$ cat config.mk
export PLATFORM = sky130hd
export DESIGN_NAME = quantize_pipe
export DESIGN_NICKNAME = d
export VERILOG_FILES = /design/src/rtl/quantize_pipe.sv
export SDC_FILE = /design/constraint.sdc
export NUM_CORES = 1
export LEC_CHECK = 0
export ABC_AREA = 1
export CAP_MARGIN = 20
export CORE_UTILIZATION = 40
export CTS_CLUSTER_DIAMETER = 200
export CTS_CLUSTER_SIZE = 20
export DETAILED_ROUTE_END_ITERATION = 12
export PLACE_DENSITY = 0.58
export SYNTH_ARGS = -nofsm -noshare
export SYNTH_HDL_FRONTEND = slang
export SYNTH_SLANG_ARGS = --single-unit
export TNS_END_PERCENT = 10
$ cat constraint.sdc
create_clock -name clk -period 3.7 [get_ports clk]
set_input_delay 0.555 -clock clk [delete_from_list [all_inputs] [get_ports clk]]
set_output_delay 0.555 -clock clk [all_outputs]
set_load 0.03 [all_outputs]
$ cat src/rtl/quantize_pipe.sv
// Multi-lane two-stage requantizer: shift + round (S1), saturate to OUT_DW (S2), sticky saturation counter.
// Optional build macro QUANT_RELU_EN adds a per-beat relu_en input that zeroes negative results.
module quantize_pipe #(
   parameter int LANES   = 4,
   parameter int IN_DW   = 19,
   parameter int OUT_DW  = 8,
   parameter int SHIFT_W = 3,
   parameter int CNT_W   = 16
) (
   input  logic                      clk,
   input  logic                      rst,
   input  logic                      in_valid,
   output logic                      in_ready,
   input  logic [LANES*IN_DW-1:0]    in_data,
   input  logic [SHIFT_W-1:0]        in_shift,
   input  logic [1:0]                in_rmode,
`ifdef QUANT_RELU_EN
   input  logic                      relu_en,
`endif
   output logic                      out_valid,
   input  logic                      out_ready,
   output logic [LANES*OUT_DW-1:0]   out_data,
   output logic [LANES-1:0]          out_sat,
   output logic [CNT_W-1:0]          sat_cnt,
   input  logic                      sat_clr
);

   localparam int RW = IN_DW + 1;
   localparam logic signed [RW-1:0] SAT_MAX = RW'((2 ** (OUT_DW - 1)) - 1);
   localparam logic signed [RW-1:0] SAT_MIN = ~SAT_MAX;

   function automatic logic signed [RW-1:0] round_lane(input logic signed [IN_DW-1:0] x,
                                                       input logic [SHIFT_W-1:0]     s,
                                                       input logic [1:0]             mode);
      logic signed [RW-1:0] r;
      logic                 half;
      logic                 rest;
      logic                 carry;
      r    = {x[IN_DW-1], x};
      r    = r >>> s;
      half = 1'b0;
      rest = 1'b0;
      // half is the first dropped bit, rest ORs everything below it; both stay 0 for s=0
      for (int b = 0; b < IN_DW; b++) begin
         if (b == int'(s) - 1) half = x[b];
         if (b < int'(s) - 1)  rest = rest | x[b];
      end
      case (mode)
         2'd0:    carry = 1'b0;
         2'd2:    carry = half;
         default: carry = half & (~x[IN_DW-1] | rest);
      endcase
      return r + RW'(carry);
   endfunction

   // Returns {sat_flag, clamped value}
   function automatic logic [OUT_DW:0] saturate(input logic signed [RW-1:0] r,
                                                input logic                 relu);
      if (relu && r < 0)  return '0;
      if (r > SAT_MAX)    return {1'b1, SAT_MAX[OUT_DW-1:0]};
      if (r < SAT_MIN)    return {1'b1, SAT_MIN[OUT_DW-1:0]};
      return {1'b0, r[OUT_DW-1:0]};
   endfunction

   function automatic logic [CNT_W:0] popcount(input logic [LANES-1:0] v);
      logic [CNT_W:0] c;
      c = '0;
      for (int i = 0; i < LANES; i++) c = c + (CNT_W+1)'(v[i]);
      return c;
   endfunction

   logic                      relu_in;
   logic                      vld_p1_q;
   logic signed [RW-1:0]      r_p1_q [LANES];
   logic signed [RW-1:0]      r_p1_d [LANES];
   logic                      relu_p1_q;
   logic                      vld_p2_q;
   logic [LANES*OUT_DW-1:0]   out_data_p2_q;
   logic [LANES*OUT_DW-1:0]   out_data_p2_d;
   logic [LANES-1:0]          out_sat_p2_q;
   logic [LANES-1:0]          out_sat_p2_d;
   logic [CNT_W-1:0]          sat_cnt_q;
   logic [CNT_W-1:0]          sat_cnt_d;
   logic [CNT_W:0]            cnt_sum;
   logic                      s2_adv;
   logic                      accept;

`ifdef QUANT_RELU_EN
   assign relu_in = relu_en;
`else
   assign relu_in = 1'b0;
`endif

   assign s2_adv   = ~vld_p2_q | out_ready;
   assign in_ready = ~vld_p1_q | s2_adv;
   assign accept   = in_valid & in_ready;

   always_comb begin
      logic [OUT_DW:0] sq;
      sq            = '0;
      out_data_p2_d = '0;
      out_sat_p2_d  = '0;
      for (int i = 0; i < LANES; i++) begin
         r_p1_d[i] = round_lane(in_data[i*IN_DW +: IN_DW], in_shift, in_rmode);
         sq        = saturate(r_p1_q[i], relu_p1_q);
         out_sat_p2_d[i]                   = sq[OUT_DW];
         out_data_p2_d[i*OUT_DW +: OUT_DW] = sq[OUT_DW-1:0];
      end
   end

   // A clear in the same cycle as an increment wins
   always_comb begin
      cnt_sum   = {1'b0, sat_cnt_q} + popcount(out_sat_p2_q);
      sat_cnt_d = sat_cnt_q;
      if (sat_clr)
         sat_cnt_d = '0;
      else if (vld_p2_q && out_ready)
         sat_cnt_d = cnt_sum[CNT_W] ? '1 : cnt_sum[CNT_W-1:0];
   end

   // ---- S1: rounded lanes, captured with their beat ----
   always_ff @(posedge clk) begin
      if (accept) begin
         r_p1_q    <= r_p1_d;
         relu_p1_q <= relu_in;
      end
   end

   // ---- S2: saturated output register, control and counter ----
   always_ff @(posedge clk or posedge rst) begin
      if (rst) begin
         vld_p1_q      <= 1'b0;
         vld_p2_q      <= 1'b0;
         out_data_p2_q <= '0;
         out_sat_p2_q  <= '0;
         sat_cnt_q     <= '0;
      end else begin
         if (in_ready) vld_p1_q <= in_valid;
         if (s2_adv) begin
            vld_p2_q <= vld_p1_q;
            if (vld_p1_q) begin
               out_data_p2_q <= out_data_p2_d;
               out_sat_p2_q  <= out_sat_p2_d;
            end
         end
         sat_cnt_q <= sat_cnt_d;
      end
   end

   assign out_valid = vld_p2_q;
   assign out_data  = out_data_p2_q;
   assign out_sat   = out_sat_p2_q;
   assign sat_cnt   = sat_cnt_q;

endmodule

### Word-level counts from Yosys, hierarchy flattened

Index checks and enable logic that the tools add are counted.

* add/subtract/negate cells: 9
* order comparisons: 27
* eq/ne operators: 19
* shifts and indexed selects: 4
* mux-type cells: 187
* bitwise gates (word level): 89
* reduce and logical (&&, ||, !) cells: 5

Operators by type and width (count)
* $mux 1: 164
* $mux 9: 16
* $add 20x1->20: 4
* $gt 20x8->1 const B: 4
* $lt 20x8->1 const B: 4
* $sshr 19x3->20: 4
* $or 1x1->1: 78
* $mux 16: 3
* $eq 5x4->1 const A: 8
* $lt 5x4->1 const A: 8
* $logic_not 32->1: 1
* $eq 6x4->1 const A: 3
* $lt 6x4->1 const A: 3
* $add 16x4->17: 1
* $eq 4x4->1 const A: 4
* $lt 4x4->1 const A: 4
* $eq 3x4->1 const A: 2
* $lt 3x4->1 const A: 2
* $pmux 1 s2: 4
* $not 1->1: 6
* $and 1x1->1: 5
* $add 3x1->4: 1
* $eq 2x4->1 const A: 1
* $lt 1x4->1 const A: 1
* other kinds (9): 9

* register bits after elaboration: 134
* bits of input ports: 86

### Logic depth before layout (Yosys ltp)

* word-level depth: 43
* gate-level depth with buffers: 29
* mapped depth without buffers: 28

### Least setup slack after synthesis

No wires, ideal clock.

* kind: in2reg
* start point: input port in_shift[1]
* end point: register r_p1_q[54] (netlist bit) (data pin)
* data arrival time: 3.428 ns
* setup slack: 0.016 ns
* stages on the path: 25
* buffers on the path: 1
* cell sequence: inv_2 clkbuf_1 ha_1 inv_1 nand2_1 nand2_1 nor2_2 inv_1 nor2_1 ha_1 nand2_1 nand2_1 nand3_1 nand2_1 nand2_1 nand3_1 nand3_1 a21oi_1 ha_1 ha_1 inv_1 nor2_2 nand3_2 o21ai_1 nand2_1

RTL lines
* start, declared: RTL line 15 `input logic [SHIFT_W-1:0] in_shift,`
* end signal, assigned: RTL line 124 `r_p1_q <= r_p1_d;`
* end, declared: RTL line 74 `logic signed [RW-1:0] r_p1_q [LANES];`

### Worst setup path after layout

* start point: register out_sat_p2_q[0] (netlist: out_sat[0])
* end point: register sat_cnt_q[0] (netlist: sat_cnt[0])

* longest elaborated chain between the ends: 7

Ends and longest elaborated chain
* start, declared: RTL line 80 `logic [LANES-1:0] out_sat_p2_q;`
* start signal, assigned: RTL line 143 `out_sat_p2_q <= out_sat_p2_d;`
* $add 1x1->2: RTL line 68 `for (int i = 0; i < LANES; i++) c = c + (CNT_W+1)'(v[i]);`
* $add 2x1->3: RTL line 68
* $add 3x1->4: RTL line 68
* $add 16x4->17: RTL line 113 `cnt_sum = {1'b0, sat_cnt_q} + popcount(out_sat_p2_q);`
* $mux 16: RTL line 118 `sat_cnt_d = cnt_sum[CNT_W] ? '1 : cnt_sum[CNT_W-1:0];`
* $mux 16: RTL line 117 `else if (vld_p2_q && out_ready)`
* $mux 16: RTL line 115 `if (sat_clr)`
* end signal, assigned: RTL line 146 `sat_cnt_q <= sat_cnt_d;`
* end, declared: RTL line 82 `logic [CNT_W-1:0] sat_cnt_q;`

Every way passes these cells. The select of a mux whose other input is x is not followed.
A chain may end at the register's enable or synchronous reset.

==> metrics.cfg <==
[worst_setup_path]
r2r_start=out_sat[0]
critical_path_buf_inv_count=3
critPathMaxFanout=10
end_kind=register
crit_required_ps=4060
worstPathCellList=fa_1, fa_1, inv_1, fa_1, inv_1, nand3_1, nor2_1, nand4_1, nor2_1, nand3_1, clkinv_1, o21ai_0, nand2_1
rrSetupSlack_ps=340
r2r_cells=13
r2r_end=sat_cnt[0]
critPathArrivalTime_ps=3720
critical_path_class=register to register
crit_top_cell=fa_1
crit_family=simple AND/OR/NAND/NOR gates
slowest_delay_ps=560
crit_path_top_delay_cell=fa_1
start_kind=register

[final_layout]
drive_above_1_share_pct=7.79
fin_area_um2=13300
final_cell_mix=nand2_1 (614), inv_1 (150), clkdlybuf4s50_1 (136)
layout_commonest_cell=nand2_1
antennaDiodeCount=0
fillers=2800
syn_to_final_growth_pct=22.2
final_nets=1899

[clock_tree]
clock_path_buffers=2
cts_max_level=4
cts_made_buffers=17
cts_tree=built
clock_latency_ps=430
cts_root_buf=clkbuf_16
clk_pin_slew_ps=60
cts.sinks=134
cts-hold-fix-buffers=0
post_cts_buffers=0
cts_resized=0

[floorplanning]
dieArea_um2=27900
core-area_um2=26800
rows=60
start_util_pct=40.6
die_x_um=167
die_h_um=167
ioPinCount=140

[route]
vias=11100
final_antenna_net_count=0
drc=0
post_drt_wl_per_cell_um=15.4
vias_per_cell=5.18
wirelength_um=33200
initialDrtViolationCount=1003
drtPass1Iterations=6

[sta]
setup_violations=0
slew_violations=0
fin_crit_ps=3360
rsz0062_at_grt=no
fmax_ghz=0.297
final.setup.tns_ps=0
worstMarginPinSlew_ps=758
final_hold_viol_count=0
period_share_pct=90.9
final.setup_skew_ps=15.7
relSlewSlack_pct=48.9

[place]
place_area_um2=12700
dp_hpwl_um=25900
routabilityCongestion=0.949
io_buffers=139

[power_and_ir_drop]
seqPwrFrac_pct=36.3
p_total_uw=5410
p_per_area_nw_per_um2=407
leakagePower_uw=0.00610
p_comb_share_pct=32.4
ir_drop_mv=0.323
switching_share_pct=35.9
clock_power_share_pct=31.3
p_int_uw=3470
p_sw_uw=1940

[run_status]
status=finished clean

[hold_path]
hold_depth=2
hold_path_end=out_data[17]
hold_class=register to register
hp-start=out_data[17]

[global_route]
grt_pass1_wl_um=53800
overflow=0
antenna_found_initial=0
grt_pass1_vias=10100
grt_usage_pct=24.4
grt_max_degree=113

[synthesis]
syn_area_um2=10900
syn_inst=1653
synth_cell_types=46
yosys_warnings=0
syn_nets=1755
synth_area_per_cell_um2=6.58
ys_seq_area_share_pct=34.5
synth-edff-count=80
async_reset_ff_share_pct=40.3
ys_ff_latch=134
synth_ff_type=edfxtp_1

[job]
drv_cap=0

## registers in the layout, summed over array words and instances, names as in the netlist
name	cells
r_p1_q	80
out_data	32
sat_cnt	16
out_sat	4
out_valid	1
vld_p1_q	1
## cell families (layout without fill, tap and decap cells)
kind of cell	count (synthesis)	after routing	synth area share, %
compound gates	233	233	11.6
fa+ha+maj	16	16	2.05
simple gates	1004	1004	39.6
xor+xnor	48	48	3.86
buf+inv	218	375	8.38
flops	134	134	34.5
## metrics by stage
| stage | hold slack, ps | worst slack, ps | utilization, % | instances |
|---|---|---|---|---|
| detailed placement | 470 | 90.8 | 47.4 | 2119 |
| floorplan | 468 | 15.7 | - | 1653 |
| global placement | 465 | 151 | 47.4 | 2119 |
| CTS | 487 | 374 | 49.6 | 2151 |
| global route | 504 | 114 | 49.6 | 2151 |
| finish | 479 | 337 | 49.6 | 2151 |
## worst max path at each step
stage                            from          to  slack [ps]  cells after the start
after floorplan           in_shift[1]  r_p1_q[54]          20                     25
after global routing       out_sat[0]  sat_cnt[4]         110                     13
final                      out_sat[0]  sat_cnt[0]         340                     13
after global placement    in_shift[0]  r_p1_q[15]         150                     19
after detailed placement  in_shift[0]  r_p1_q[34]          90                     26
after CTS                  out_sat[0]  sat_cnt[4]         370                     13
## per-layer routing
metal / share of wire [%] / track usage (%) / vias to the layer above
met2: 43 / 37.0 / 318
met5: 0 / 0 / -
met3: 5.7 / 4.06 / 22
li1: - / - / 5703
met4: 0.86 / 4.59 / 0
met1: 50 / 36.2 / 5091
## synth_stat cells, types with 3 or more instances
cell type | n | share of area (%)
nor3_2 | 4 | 0.37
nor3_1 | 10 | 0.46
nor4_1 | 13 | 0.75
nor2_4 | 7 | 0.72
dfrtp_1 | 54 | 12
inv_2 | 11 | 0.38
and2_1 | 6 | 0.34
clkinv_1 | 4 | 0.14
or2_2 | 15 | 0.86
buf_1 | 5 | 0.17
nand2_1 | 614 | 21
o22ai_1 | 15 | 0.86
o21ai_1 | 40 | 1.8
edfxtp_1 | 80 | 22
o21bai_1 | 3 | 0.21
o31ai_1 | 4 | 0.28
nor2_1 | 135 | 4.7
inv_1 | 152 | 5.2
ha_1 | 13 | 1.5
xnor2_1 | 7 | 0.56
fa_1 | 3 | 0.55
xor2_1 | 41 | 3.3
clkbuf_1 | 18 | 0.62
o21ai_0 | 102 | 4.7
nand4_1 | 34 | 2.0
nand3b_1 | 5 | 0.34
nand3_1 | 128 | 5.9
a21oi_1 | 48 | 2.2
buf_2 | 15 | 0.69
nand2_2 | 11 | 0.63
nor2_2 | 11 | 0.63
buf_4 | 6 | 0.41
o211ai_1 | 9 | 0.62
buf_6 | 7 | 0.72
nand3_2 | 4 | 0.37
or2_1 | 5 | 0.29
## power by group through the flow
stage	combinational, uW	clock (uW)	sequential, uW
final	1750	1690	1960
after global routing	1940	1770	1990
after CTS	1750	1720	1960
after detailed placement	1750	0	1990
after global placement	1740	0	1990
after floorplan	883	0	2190
## worst min-delay path: cells and delay by family (launching register included)
kind | cells | cell delay, ps
AO/OA/AOI/OAI | 1 | 60
flip-flops | 1 | 340
AND/OR/NAND/NOR | 1 | 50
## final cells by class
cell class,instances,area (um2),area share (%)
Multi-Input combinational cell,1301,6220,46.8
Sequential cell,134,3750,28.2
Timing Repair Buffer,176,1680,12.6
Inverter,167,627,4.72
Clock buffer,21,504,3.79
Tap cell,341,427,3.21
Clock inverter,11,83.8,0.631
(Power assumes the default switching activity.)
